$ cat src/rtl/riscv_decode_ctrl_pipe_if.sv
// Handshake and decoded-payload bundle between fetch, the decode stage and execute.
// The stage itself attaches through the slave modport; whoever feeds it uses master.
interface riscv_decode_ctrl_pipe_if #(
    parameter int XLEN  = 32,
    parameter int CNT_W = 8
);
    logic              in_valid;
    logic              in_ready;
    logic [31:0]       instr;
    logic              out_valid;
    logic              out_ready;
    logic [3:0]        alu_control;
    logic              regwrite;
    logic              memread;
    logic              memwrite;
    logic              branch;
    logic              alusrc;
    logic [XLEN-1:0]   imm;
    logic              illegal;
    logic [CNT_W-1:0]  illegal_cnt;
    logic              cnt_clr;

    modport master (
        output in_valid, instr, out_ready, cnt_clr,
        input  in_ready, out_valid, alu_control, regwrite, memread, memwrite,
               branch, alusrc, imm, illegal, illegal_cnt
    );

    modport slave (
        input  in_valid, instr, out_ready, cnt_clr,
        output in_ready, out_valid, alu_control, regwrite, memread, memwrite,
               branch, alusrc, imm, illegal, illegal_cnt
    );
endinterface

$ cat src/rtl/riscv_decode_ctrl_pipe.sv
// Registered RV32I/RV64I main decoder and ALU control behind a single valid/ready stage.
// Illegal encodings produce a zeroed payload with the illegal flag and bump a saturating counter.
module riscv_decode_ctrl_pipe #(
    parameter int XLEN       = 32,
    parameter bit ENABLE_MUL = 1'b1,
    parameter int CNT_W      = 8
) (
    input  logic wb_clk_i,
    input  logic wb_rst_n,
    riscv_decode_ctrl_pipe_if.slave bus
);

    localparam logic [6:0] OP_R      = 7'b0110011;
    localparam logic [6:0] OP_IALU   = 7'b0010011;
    localparam logic [6:0] OP_LOAD   = 7'b0000011;
    localparam logic [6:0] OP_STORE  = 7'b0100011;
    localparam logic [6:0] OP_BRANCH = 7'b1100011;
    localparam logic [6:0] OP_LUI    = 7'b0110111;

    localparam logic [3:0] ALU_AND  = 4'b0000;
    localparam logic [3:0] ALU_OR   = 4'b0001;
    localparam logic [3:0] ALU_ADD  = 4'b0010;
    localparam logic [3:0] ALU_SLL  = 4'b0011;
    localparam logic [3:0] ALU_SUB  = 4'b0100;
    localparam logic [3:0] ALU_SRL  = 4'b0101;
    localparam logic [3:0] ALU_MUL  = 4'b0110;
    localparam logic [3:0] ALU_XOR  = 4'b0111;
    localparam logic [3:0] ALU_SRA  = 4'b1000;
    localparam logic [3:0] ALU_SLT  = 4'b1001;
    localparam logic [3:0] ALU_SLTU = 4'b1010;

    typedef struct packed {
        logic            illegal;
        logic            regwrite;
        logic            memread;
        logic            memwrite;
        logic            branch;
        logic            alusrc;
        logic [3:0]      alu;
        logic [XLEN-1:0] imm;
    } payload_t;

    payload_t         dec;
    payload_t         pay_d, pay_q;
    logic             out_valid_d, out_valid_q;
    logic [CNT_W-1:0] illegal_cnt_d, illegal_cnt_q;
    logic             accept;

    logic [6:0]       opcode;
    logic [2:0]       funct3;
    logic [6:0]       funct7;
    logic             shift_hi_zero;
    logic             shift_hi_sra;
    logic [XLEN-1:0]  imm_i, imm_s, imm_b, imm_u;

    assign bus.in_ready = !out_valid_q || bus.out_ready;
    assign accept       = bus.in_valid && bus.in_ready;

    assign opcode = bus.instr[6:0];
    assign funct3 = bus.instr[14:12];
    assign funct7 = bus.instr[31:25];

    // RV64 shift immediates carry a 6-bit shamt, so only instr[31:26] qualifies the shift kind.
    assign shift_hi_zero = (XLEN == 64) ? (bus.instr[31:26] == 6'b000000)
                                        : (bus.instr[31:25] == 7'b0000000);
    assign shift_hi_sra  = (XLEN == 64) ? (bus.instr[31:26] == 6'b010000)
                                        : (bus.instr[31:25] == 7'b0100000);

    assign imm_i = XLEN'($signed(bus.instr[31:20]));
    assign imm_s = XLEN'($signed({bus.instr[31:25], bus.instr[11:7]}));
    assign imm_b = XLEN'($signed({bus.instr[31], bus.instr[7], bus.instr[30:25],
                                  bus.instr[11:8], 1'b0}));
    assign imm_u = XLEN'($signed({bus.instr[31:12], 12'b0}));

    always_comb begin
        dec = '0;
        dec.alu = ALU_ADD;
        case (opcode)
            OP_R: begin
                dec.regwrite = 1'b1;
                case ({funct7, funct3})
                    {7'b0000000, 3'b000}: dec.alu = ALU_ADD;
                    {7'b0100000, 3'b000}: dec.alu = ALU_SUB;
                    {7'b0000000, 3'b001}: dec.alu = ALU_SLL;
                    {7'b0000000, 3'b010}: dec.alu = ALU_SLT;
                    {7'b0000000, 3'b011}: dec.alu = ALU_SLTU;
                    {7'b0000000, 3'b100}: dec.alu = ALU_XOR;
                    {7'b0000000, 3'b101}: dec.alu = ALU_SRL;
                    {7'b0100000, 3'b101}: dec.alu = ALU_SRA;
                    {7'b0000000, 3'b110}: dec.alu = ALU_OR;
                    {7'b0000000, 3'b111}: dec.alu = ALU_AND;
                    {7'b0000001, 3'b000}: begin
                        dec.alu     = ALU_MUL;
                        dec.illegal = !ENABLE_MUL;
                    end
                    default: dec.illegal = 1'b1;
                endcase
            end
            OP_IALU: begin
                dec.regwrite = 1'b1;
                dec.alusrc   = 1'b1;
                dec.imm      = imm_i;
                case (funct3)
                    3'b000: dec.alu = ALU_ADD;
                    3'b010: dec.alu = ALU_SLT;
                    3'b011: dec.alu = ALU_SLTU;
                    3'b100: dec.alu = ALU_XOR;
                    3'b110: dec.alu = ALU_OR;
                    3'b111: dec.alu = ALU_AND;
                    3'b001: begin
                        dec.alu     = ALU_SLL;
                        dec.illegal = !shift_hi_zero;
                    end
                    default: begin
                        dec.alu     = shift_hi_sra ? ALU_SRA : ALU_SRL;
                        dec.illegal = !(shift_hi_zero || shift_hi_sra);
                    end
                endcase
            end
            OP_LOAD: begin
                dec.regwrite = 1'b1;
                dec.memread  = 1'b1;
                dec.alusrc   = 1'b1;
                dec.imm      = imm_i;
            end
            OP_STORE: begin
                dec.memwrite = 1'b1;
                dec.alusrc   = 1'b1;
                dec.imm      = imm_s;
            end
            OP_BRANCH: begin
                dec.branch = 1'b1;
                dec.alu    = ALU_SUB;
                dec.imm    = imm_b;
            end
            OP_LUI: begin
                dec.regwrite = 1'b1;
                dec.alusrc   = 1'b1;
                dec.imm      = imm_u;
            end
            default: dec.illegal = 1'b1;
        endcase
        // An illegal word must never leak partial controls into execute.
        if (dec.illegal) begin
            dec         = '0;
            dec.illegal = 1'b1;
            dec.alu     = ALU_AND;
        end
    end

    always_comb begin
        pay_d       = pay_q;
        out_valid_d = out_valid_q;
        if (accept) begin
            pay_d       = dec;
            out_valid_d = 1'b1;
        end else if (bus.out_ready) begin
            out_valid_d = 1'b0;
        end

        illegal_cnt_d = illegal_cnt_q;
        if (bus.cnt_clr) begin
            illegal_cnt_d = '0;
        end else if (accept && dec.illegal && !(&illegal_cnt_q)) begin
            illegal_cnt_d = illegal_cnt_q + CNT_W'(1);
        end
    end

    always_ff @(posedge wb_clk_i or negedge wb_rst_n) begin
        if (!wb_rst_n) begin
            pay_q         <= '0;
            out_valid_q   <= 1'b0;
            illegal_cnt_q <= '0;
        end else begin
            pay_q         <= pay_d;
            out_valid_q   <= out_valid_d;
            illegal_cnt_q <= illegal_cnt_d;
        end
    end

    assign bus.out_valid   = out_valid_q;
    assign bus.alu_control = pay_q.alu;
    assign bus.regwrite    = pay_q.regwrite;
    assign bus.memread     = pay_q.memread;
    assign bus.memwrite    = pay_q.memwrite;
    assign bus.branch      = pay_q.branch;
    assign bus.alusrc      = pay_q.alusrc;
    assign bus.imm         = pay_q.imm;
    assign bus.illegal     = pay_q.illegal;
    assign bus.illegal_cnt = illegal_cnt_q;

    // Payload ALU field must be one of the defined codes.
    ERR_ALU_CODE: assert property (@(posedge wb_clk_i) disable iff (!wb_rst_n)
                                   pay_q.alu <= ALU_SLTU);

endmodule

$ cat src/flat_wrapper.sv
// flat-port wrapper written by rule: the top's interface ports become plain ports
module riscv_decode_ctrl_pipe_flat 
#(
    parameter int XLEN       = 32,
    parameter bit ENABLE_MUL = 1'b1,
    parameter int CNT_W      = 8
)
  (wb_clk_i, wb_rst_n, bus_in_valid, bus_instr, bus_out_ready, bus_cnt_clr, bus_in_ready, bus_out_valid, bus_alu_control, bus_regwrite, bus_memread, bus_memwrite, bus_branch, bus_alusrc, bus_imm, bus_illegal, bus_illegal_cnt);
  riscv_decode_ctrl_pipe_if #(.XLEN(XLEN), .CNT_W(CNT_W)) bus_i ();
  input  logic wb_clk_i;
  input  logic wb_rst_n;
  input wire logic [$bits(bus_i.in_valid)-1:0] bus_in_valid;
  input wire logic [$bits(bus_i.instr)-1:0] bus_instr;
  input wire logic [$bits(bus_i.out_ready)-1:0] bus_out_ready;
  input wire logic [$bits(bus_i.cnt_clr)-1:0] bus_cnt_clr;
  output wire logic [$bits(bus_i.in_ready)-1:0] bus_in_ready;
  output wire logic [$bits(bus_i.out_valid)-1:0] bus_out_valid;
  output wire logic [$bits(bus_i.alu_control)-1:0] bus_alu_control;
  output wire logic [$bits(bus_i.regwrite)-1:0] bus_regwrite;
  output wire logic [$bits(bus_i.memread)-1:0] bus_memread;
  output wire logic [$bits(bus_i.memwrite)-1:0] bus_memwrite;
  output wire logic [$bits(bus_i.branch)-1:0] bus_branch;
  output wire logic [$bits(bus_i.alusrc)-1:0] bus_alusrc;
  output wire logic [$bits(bus_i.imm)-1:0] bus_imm;
  output wire logic [$bits(bus_i.illegal)-1:0] bus_illegal;
  output wire logic [$bits(bus_i.illegal_cnt)-1:0] bus_illegal_cnt;
  assign bus_i.in_valid = bus_in_valid;
  assign bus_i.instr = bus_instr;
  assign bus_i.out_ready = bus_out_ready;
  assign bus_i.cnt_clr = bus_cnt_clr;
  assign bus_in_ready = bus_i.in_ready;
  assign bus_out_valid = bus_i.out_valid;
  assign bus_alu_control = bus_i.alu_control;
  assign bus_regwrite = bus_i.regwrite;
  assign bus_memread = bus_i.memread;
  assign bus_memwrite = bus_i.memwrite;
  assign bus_branch = bus_i.branch;
  assign bus_alusrc = bus_i.alusrc;
  assign bus_imm = bus_i.imm;
  assign bus_illegal = bus_i.illegal;
  assign bus_illegal_cnt = bus_i.illegal_cnt;
  riscv_decode_ctrl_pipe #(.XLEN(XLEN), .ENABLE_MUL(ENABLE_MUL), .CNT_W(CNT_W)) u_core (.wb_clk_i(wb_clk_i), .wb_rst_n(wb_rst_n), .bus(bus_i));
endmodule
$ cat config.mk
export PLATFORM = sky130hd
export DESIGN_NAME = riscv_decode_ctrl_pipe_flat
export DESIGN_NICKNAME = d
export VERILOG_FILES = /design/src/rtl/riscv_decode_ctrl_pipe_if.sv /design/src/rtl/riscv_decode_ctrl_pipe.sv /design/src/flat_wrapper.sv
export SDC_FILE = /design/constraint.sdc
export NUM_CORES = 1
export LEC_CHECK = 0
export BUFFER_PORTS_ARGS = -buffer_cell sky130_fd_sc_hd__buf_2
export CAP_MARGIN = 10
export CORE_MARGIN = 2
export CORE_UTILIZATION = 35
export CTS_CLUSTER_SIZE = 25
export DETAILED_ROUTE_END_ITERATION = 10
export HOLD_SLACK_MARGIN = 0.1
export PLACE_DENSITY = 0.71
export SLEW_MARGIN = 25
export SYNTH_ARGS = -nofsm -noshare
export SYNTH_HDL_FRONTEND = slang
export SYNTH_SLANG_ARGS = --single-unit
$ cat constraint.sdc
create_clock -name wb_clk_i -period 3.1 [get_ports wb_clk_i]
set_input_delay 0.155 -clock wb_clk_i [delete_from_list [all_inputs] [get_ports wb_clk_i]]
set_output_delay 0.155 -clock wb_clk_i [all_outputs]
set_load 0.05 [all_outputs]
==> results of run 1 <==
[how the worst max path moves through the flow]
stage / start / end / slack, ns
2_1_floorplan: u_core.bus.out_valid / u_core.bus.illegal_cnt[5] / 0.85
3_3_place_gp: bus_instr[30] / u_core.bus.regwrite / 0.79
3_5_place_dp: bus_instr[30] / u_core.bus.regwrite / 0.68
4_1_cts: bus_instr[30] / u_core.bus.regwrite / 1.01
5_1_grt: bus_instr[30] / u_core.bus.regwrite / 0.86
6_report: bus_instr[30] / u_core.bus.regwrite / 1.03
[layer usage]
metal	GRT usage	part of all wire	wire [microns]
met1	0.2491	0.46	3292
met2	0.2705	0.46	3336
met3	0.03255	0.064	462
met4	0.04615	0.012	85
met5	0	0	0
[worst max-delay path, stage by stage]
cell,delay (ns)
buf_2,0.20
or3b_1,0.39
a211o_1,0.29
a31o_2,0.24
a211o_1,0.58
o41ai_2,0.40
[layout make-up]
cell class / count / area (sq um)
fill: 722 / 3996
sequential: 51 / 1276
multi-input combinational: 209 / 1234
timing repair buffer: 96 / 505.5
tap: 99 / 123.9
clock buffer: 6 / 72.57
clock inverter: 1 / 30.03
inverter: 4 / 15.01
[registers in the layout, summed over array words and instances, names as in the netlist]
signal	cells
u_core.bus.regwrite	1
u_core.bus.alu_control	4
u_core.bus.memwrite	1
u_core.bus.out_valid	1
u_core.bus.branch	1
u_core.bus.memread	1
u_core.bus.illegal	1
u_core.bus.imm	32
u_core.bus.alusrc	1
u_core.bus.illegal_cnt	8
[Yosys cell counts (2+ instances only)]
master    count
clkbuf_1     13
buf_2         3
nand4_1       4
o21ai_0      35
mux2_2        2
nor2_1       13
a22o_1        6
or4_1         3
mux2i_1       2
a21oi_1      29
nand3_1       4
buf_1         2
nor3_1        4
or3_1         3
buf_6         2
nand2_1      43
nor4_1        2
o31ai_1       3
nor2b_1       6
a31oi_1       2
dfrtp_1      51
a22oi_1       4
nand2b_1      7
a32o_1        5
nor4b_1       2
and2_1        2
o211ai_1      2
a211o_1       3
inv_1         4
nand3b_1      2
[power by group through the flow]
stage                     logic [mW]  clock network, mW  registers [mW]
final                          0.153              0.447           0.674
after global routing           0.167              0.483           0.674
after CTS                      0.153              0.455           0.674
after detailed placement       0.151                  0           0.687
after global placement         0.150                  0           0.687
after floorplan               0.0677                  0           0.704
[metrics by stage]
step / utilization / power (mW) / worst slack (ns)
after floorplan: - / 0.7717 / 0.8486
after global placement: 0.4321 / 0.8365 / 0.7905
after detailed placement: 0.4321 / 0.8379 / 0.6795
after CTS: 0.4490 / 1.281 / 1.015
after global routing: 0.4490 / 1.325 / 0.8568
final: 0.4490 / 1.274 / 1.028
[logic make-up (layout without fill, tap and decap cells)]
family,Yosys count,count (layout),synth area share
AO/OA/AOI/OAI,102,102,0.2489
adder cells (fa/ha/maj),1,1,0.004777
buffers and inverters,24,107,0.04157
flip-flops,51,51,0.4873
multiplexers,4,4,0.01624
AND/OR/NAND/NOR,102,102,0.2011
==> impl_metrics.yaml, run 1 <==
status:
  status: "complete, no violations"
setup_path:
  r2r_cells: 5
  endpoint_kind: "register"
  crit_fanout: 30
  reg2reg_to: "u_core.bus.imm[10]"
  worstSetupPathType: "input port to register"
  start_kind: "input port"
  rr_startpoint: "u_core.bus.out_valid"
  cp.arrival_ns: 2.27
  r2r_slack_ns: 1.20
  crit_required_ns: 3.30
power:
  swShare: 0.2528
  switching_power_uw: 322.0
  power_density_mw_per_mm2: 391.2
  seqPwrFrac: 0.529
  clockPowerShare: 0.351
  share_comb_of_total_power: 0.120
  ir_drop_mv: 0.2149
  p_int_uw: 952.0
  p_leak_nw: 1.521
clock_tree:
  clock_latency_ns: 0.30
  ctsHoldBuffers: 2
  cts.clk_slew.worst_paths_ns: 0.09
  tritoncts: "built"
  post_cts_buffers: 0
  cts.sinks: 51
  clockRootBuffer: "clkbuf_8"
  clk_path_buf_depth: 2
  cts_resized: 0
  htreeDepth: 2
  cts_made_buffers: 5
routing:
  vias: 2495
  drt_iter0_drc: 176
  wl_microns: 7175
  antenna_left: 0
  via_per_inst: 5.354
  drc: 0
  wire_per_inst_microns: 15.40
  drtPass1Iterations: 4
sta:
  min_period_ns: 2.072
  clock.fmax_ghz: 0.4827
  setup_tns_ns: 0
  finClkSkew_ns: 0.008008
  slew_violations: 0
  worst_pin_slew_ns: 0.8925
  min_period_over_period: 0.6683
  final-hold-violation-count: 0
  relSlewSlack: 0.4050
  holdWs_ns: 0.1334
  finalSetupViolations: 0
  rsz0062_at_grt: "no"
yosys:
  synth-edff-count: 0
  synth_area_leaders: "dfrtp_1, o21ai_0, nand2_1, a21oi_1, a22o_1"
  ys_types: 51
  async_flop_share: 1.000
  netlist_area_sq_mm: 0.002619
  postSynthAreaPerCell_sq_um: 9.221
  synth_cells: 284
  yosys.area.top_type: "dfrtp_1"
  yosys_warnings: 0
  yosys.area.top_type_share: 0.4873
  yosysSeqAreaShare: 0.4873
  syn_nets: 322
  synth_ff_type: "dfrtp_1"
  ys_seq_elements: 51
layout:
  antenna_cells: 0
  fin_area_sq_mm: 0.003257
  nets: 405
  layout_commonest_cell: "buf_2"
  area_growth_pct: 24.37
  final_cell_mix: "buf_2, dfrtp_1, nand2_1, o21ai_0, a21oi_1"
  drive_gt1_frac: 0.2970
  fin_cells: 466
global_routing:
  grt_overflow_total: 0
  grt_max_degree: 44
  grt_pass1_wl_microns: 11660
  grt_pass1_vias: 2284
  grt_antenna_before_repair: 0
  track_usage: 0.1739
placement:
  dp_hpwl_microns: 5353
  gp_congestion: 0.8384
  dp.cells: 457
  dpl_cell_area_sq_mm: 0.003134
  port-buffer-count: 88
hold_path:
  hold_end: "u_core.bus.imm[17]"
  min_path_type: "input port to register"
  holdPathStages: 3
  min_from: "bus_instr[17]"
floorplanning:
  io_pins: 89
  rows: 31
  dieArea_sq_mm: 0.008190
  start_util: 0.3610
  core_sq_mm: 0.007253
  die_w_microns: 90.50
  chipHeight_microns: 90.50
run:
  drv_cap: 0
Note: power is estimated with default switching activity, not from simulation.
==> inputs of run 2 (changes only) <==
==> constraint.sdc (replaced) <==
create_clock -name wb_clk_i -period 2.14 [get_ports wb_clk_i]
set_input_delay 0.107 -clock wb_clk_i [delete_from_list [all_inputs] [get_ports wb_clk_i]]
set_output_delay 0.107 -clock wb_clk_i [all_outputs]
set_load 0.05 [all_outputs]
==> run 2 against run 1 <==
Clock skew up 0.0015 ns. Critical path depth up 2. First-iteration DRC count decreased by 28%. Core utilization increased by 2.7 points. Sequential cell count is the same. Combinational power up 62%. Register-to-register slack worse by 0.91 ns. Die area stayed put. Critical endpoint is now u_core.bus.illegal_cnt[5].
==> impl_metrics.yaml, run 2 (synthesis results as in run 1) <==
status:
  status: "complete, no violations"
routing:
  wire_per_inst_microns: 15.23
  antenna_left: 0
  drc: 0
  drtPass1Iterations: 4
  via_per_inst: 5.303
  vias: 2593
  wl_microns: 7448
  drt_iter0_drc: 126
layout:
  fin_cells: 489
  multiInputGateArea_sq_mm: 0.001244
  drive_gt1_frac: 0.3205
  layout_commonest_cell: "buf_2"
  final_cell_mix: "buf_2, dfrtp_1, nand2_1, o21ai_0, a21oi_1"
  seqCellArea_sq_mm: 0.001276
  nets: 427
  fillers: 755
  largest_register_ffs: 32
  antenna_cells: 0
  area_growth_pct: 31.87
setup_path:
  critPathTopFamily: "compound AO/OA/AOI/OAI gates"
  start_kind: "input port"
  cp_num_buf_inv: 2
  cp.arrival_ns: 2.22
  crit_required_ns: 2.33
  worstSetupPathType: "input port to register"
  cp_slowest_cell: "dlygate4sd3_1"
  crit_fanout: 9
  max_stage_delay_ns: 0.53
  crit_path_cell_trace: "dlygate4sd3_1, buf_2, nor2_4, nand3_1, a311o_1, a21oi_2, nor4b_1, mux2_2"
  worstSetupStartpoint: "bus_instr[29]"
  endpoint_kind: "register"
  rr_startpoint: "u_core.bus.illegal_cnt[0]"
power:
  power_density_mw_per_mm2: 526.7
  switching_power_uw: 497.9
  p_leak_nw: 1.617
  ir_drop_mv: 0.3043
  clockPowerShare: 0.327
  share_comb_of_total_power: 0.136
  seqPwrFrac: 0.537
  swShare: 0.2737
  p_int_mw: 1.321
  p_total_mw: 1.819
hold_path:
  min_path_type: "input port to register"
  min_from: "bus_instr[16]"
sta:
  setup_tns_ns: 0
  min_period_ns: 2.024
  worst_pin_slew_ns: 0.5585
  fin_ws_ns: 0.1160
  relSlewSlack: 0.6269
  rsz0062_at_grt: "yes"
  finalSetupViolations: 0
  finClkSkew_ns: 0.009501
  slew_violations: 0
  clock.fmax_ghz: 0.4941
  final-hold-violation-count: 0
  holdWs_ns: 0.09787
  min_period_over_period: 0.9458
clock_tree:
  htreeDepth: 2
  clockRootBuffer: "clkbuf_8"
  cts.sinks: 51
  clk_path_buf_depth: 2
  post_cts_buffers: 0
  cts.clk_slew.worst_paths_ns: 0.10
  clock_latency_ns: 0.31
  tritoncts: "built"
  cts_made_buffers: 5
floorplanning:
  chipHeight_microns: 90.50
  dieArea_sq_mm: 0.008190
  rows: 31
  start_util: 0.3610
  die_w_microns: 90.50
  io_pins: 89
  core_sq_mm: 0.007253
placement:
  pre_cts_ws_ns: 0.05047
  port-buffer-count: 88
  gp_congestion: 0.8720
  dp_hpwl_microns: 5483
  dp.cells: 469
global_routing:
  track_usage: 0.1804
  grt_overflow_total: 0
  grt_max_degree: 39
  grt_pass1_wl_microns: 12070
  grt_pass1_vias: 2439
  grt_antenna_before_repair: 0
run:
  drv_cap: 0
==> run 2: cell count changes in the layout (fill, tap and decap cells not counted), sizes merged <==
cell / delta
dlygate4sd3: +10
buf: +12
bufinv: -1
clkinv: +1
clkinvlp: +1
==> run 2: final timing paths <==
check	to	cells past startpoint	slack [ns]
min in group asynchronous	u_core.bus.illegal_cnt[6]	2	0.19
worst max register to register	u_core.bus.illegal_cnt[5]	5	0.29
worst min-delay path	u_core.bus.imm[16]	3	0.1
worst max-delay path	u_core.bus.illegal_cnt[5]	8	0.12
max in group asynchronous	u_core.bus.imm[28]	3	1.36
worst min register to register	u_core.bus.regwrite	2	0.48
==> run 2: layout make-up <==
| cell class | count | share of cell area |
|---|---|---|
| tap | 99 | 0.03587 |
| inverter | 4 | 0.004348 |
| clock inverter | 2 | 0.004710 |
| sequential | 51 | 0.3696 |
| multi-input combinational | 209 | 0.3601 |
| timing repair buffer | 118 | 0.2014 |
| clock buffer | 6 | 0.02391 |
==> run 2: power groups by stage <==
stage	Sequential [mW]	Combinational (mW)	Clock (mW)
finish	0.976	0.248	0.595
global route	0.978	0.272	0.644
CTS	0.976	0.247	0.608
detailed placement	0.995	0.229	0
global placement	0.995	0.224	0
floorplan	1.02	0.0985	0
==> run 2: worst register-to-register path, delay by kind of cell (launching register included) <==
family | cells | cell delay (ns)
mux | 1 | 0.38
flops | 1 | 0.44
compound gates | 1 | 0.19
fa+ha+maj | 1 | 0.24
simple gates | 2 | 0.50
==> run 2: repair_timing <==
action / CTS / global route
endpoints found under the hold margin: 66 / 0
hold buffers: 12 / 0
endpoints found under the setup margin: 0 / 38
resized for setup: 0 / 4
==> run 2: through the flow <==
stage,utilization,cell area (sq um)
final,0.4761,3453
after global placement,0.4449,3227
after floorplan,-,2621
after detailed placement,0.4449,3227
after global routing,0.4761,3453
after CTS,0.4751,3446
==> run 2: layer usage <==
| layer | track usage | routed length (microns) | up-vias |
|---|---|---|---|
| li1 | - | - | 1249 |
| met1 | 0.2500 | 3414 | 1269 |
| met2 | 0.2935 | 3627 | 71 |
| met3 | 0.03255 | 334 | 4 |
| met4 | 0.04359 | 72 | 0 |
| met5 | 0 | 0 | - |
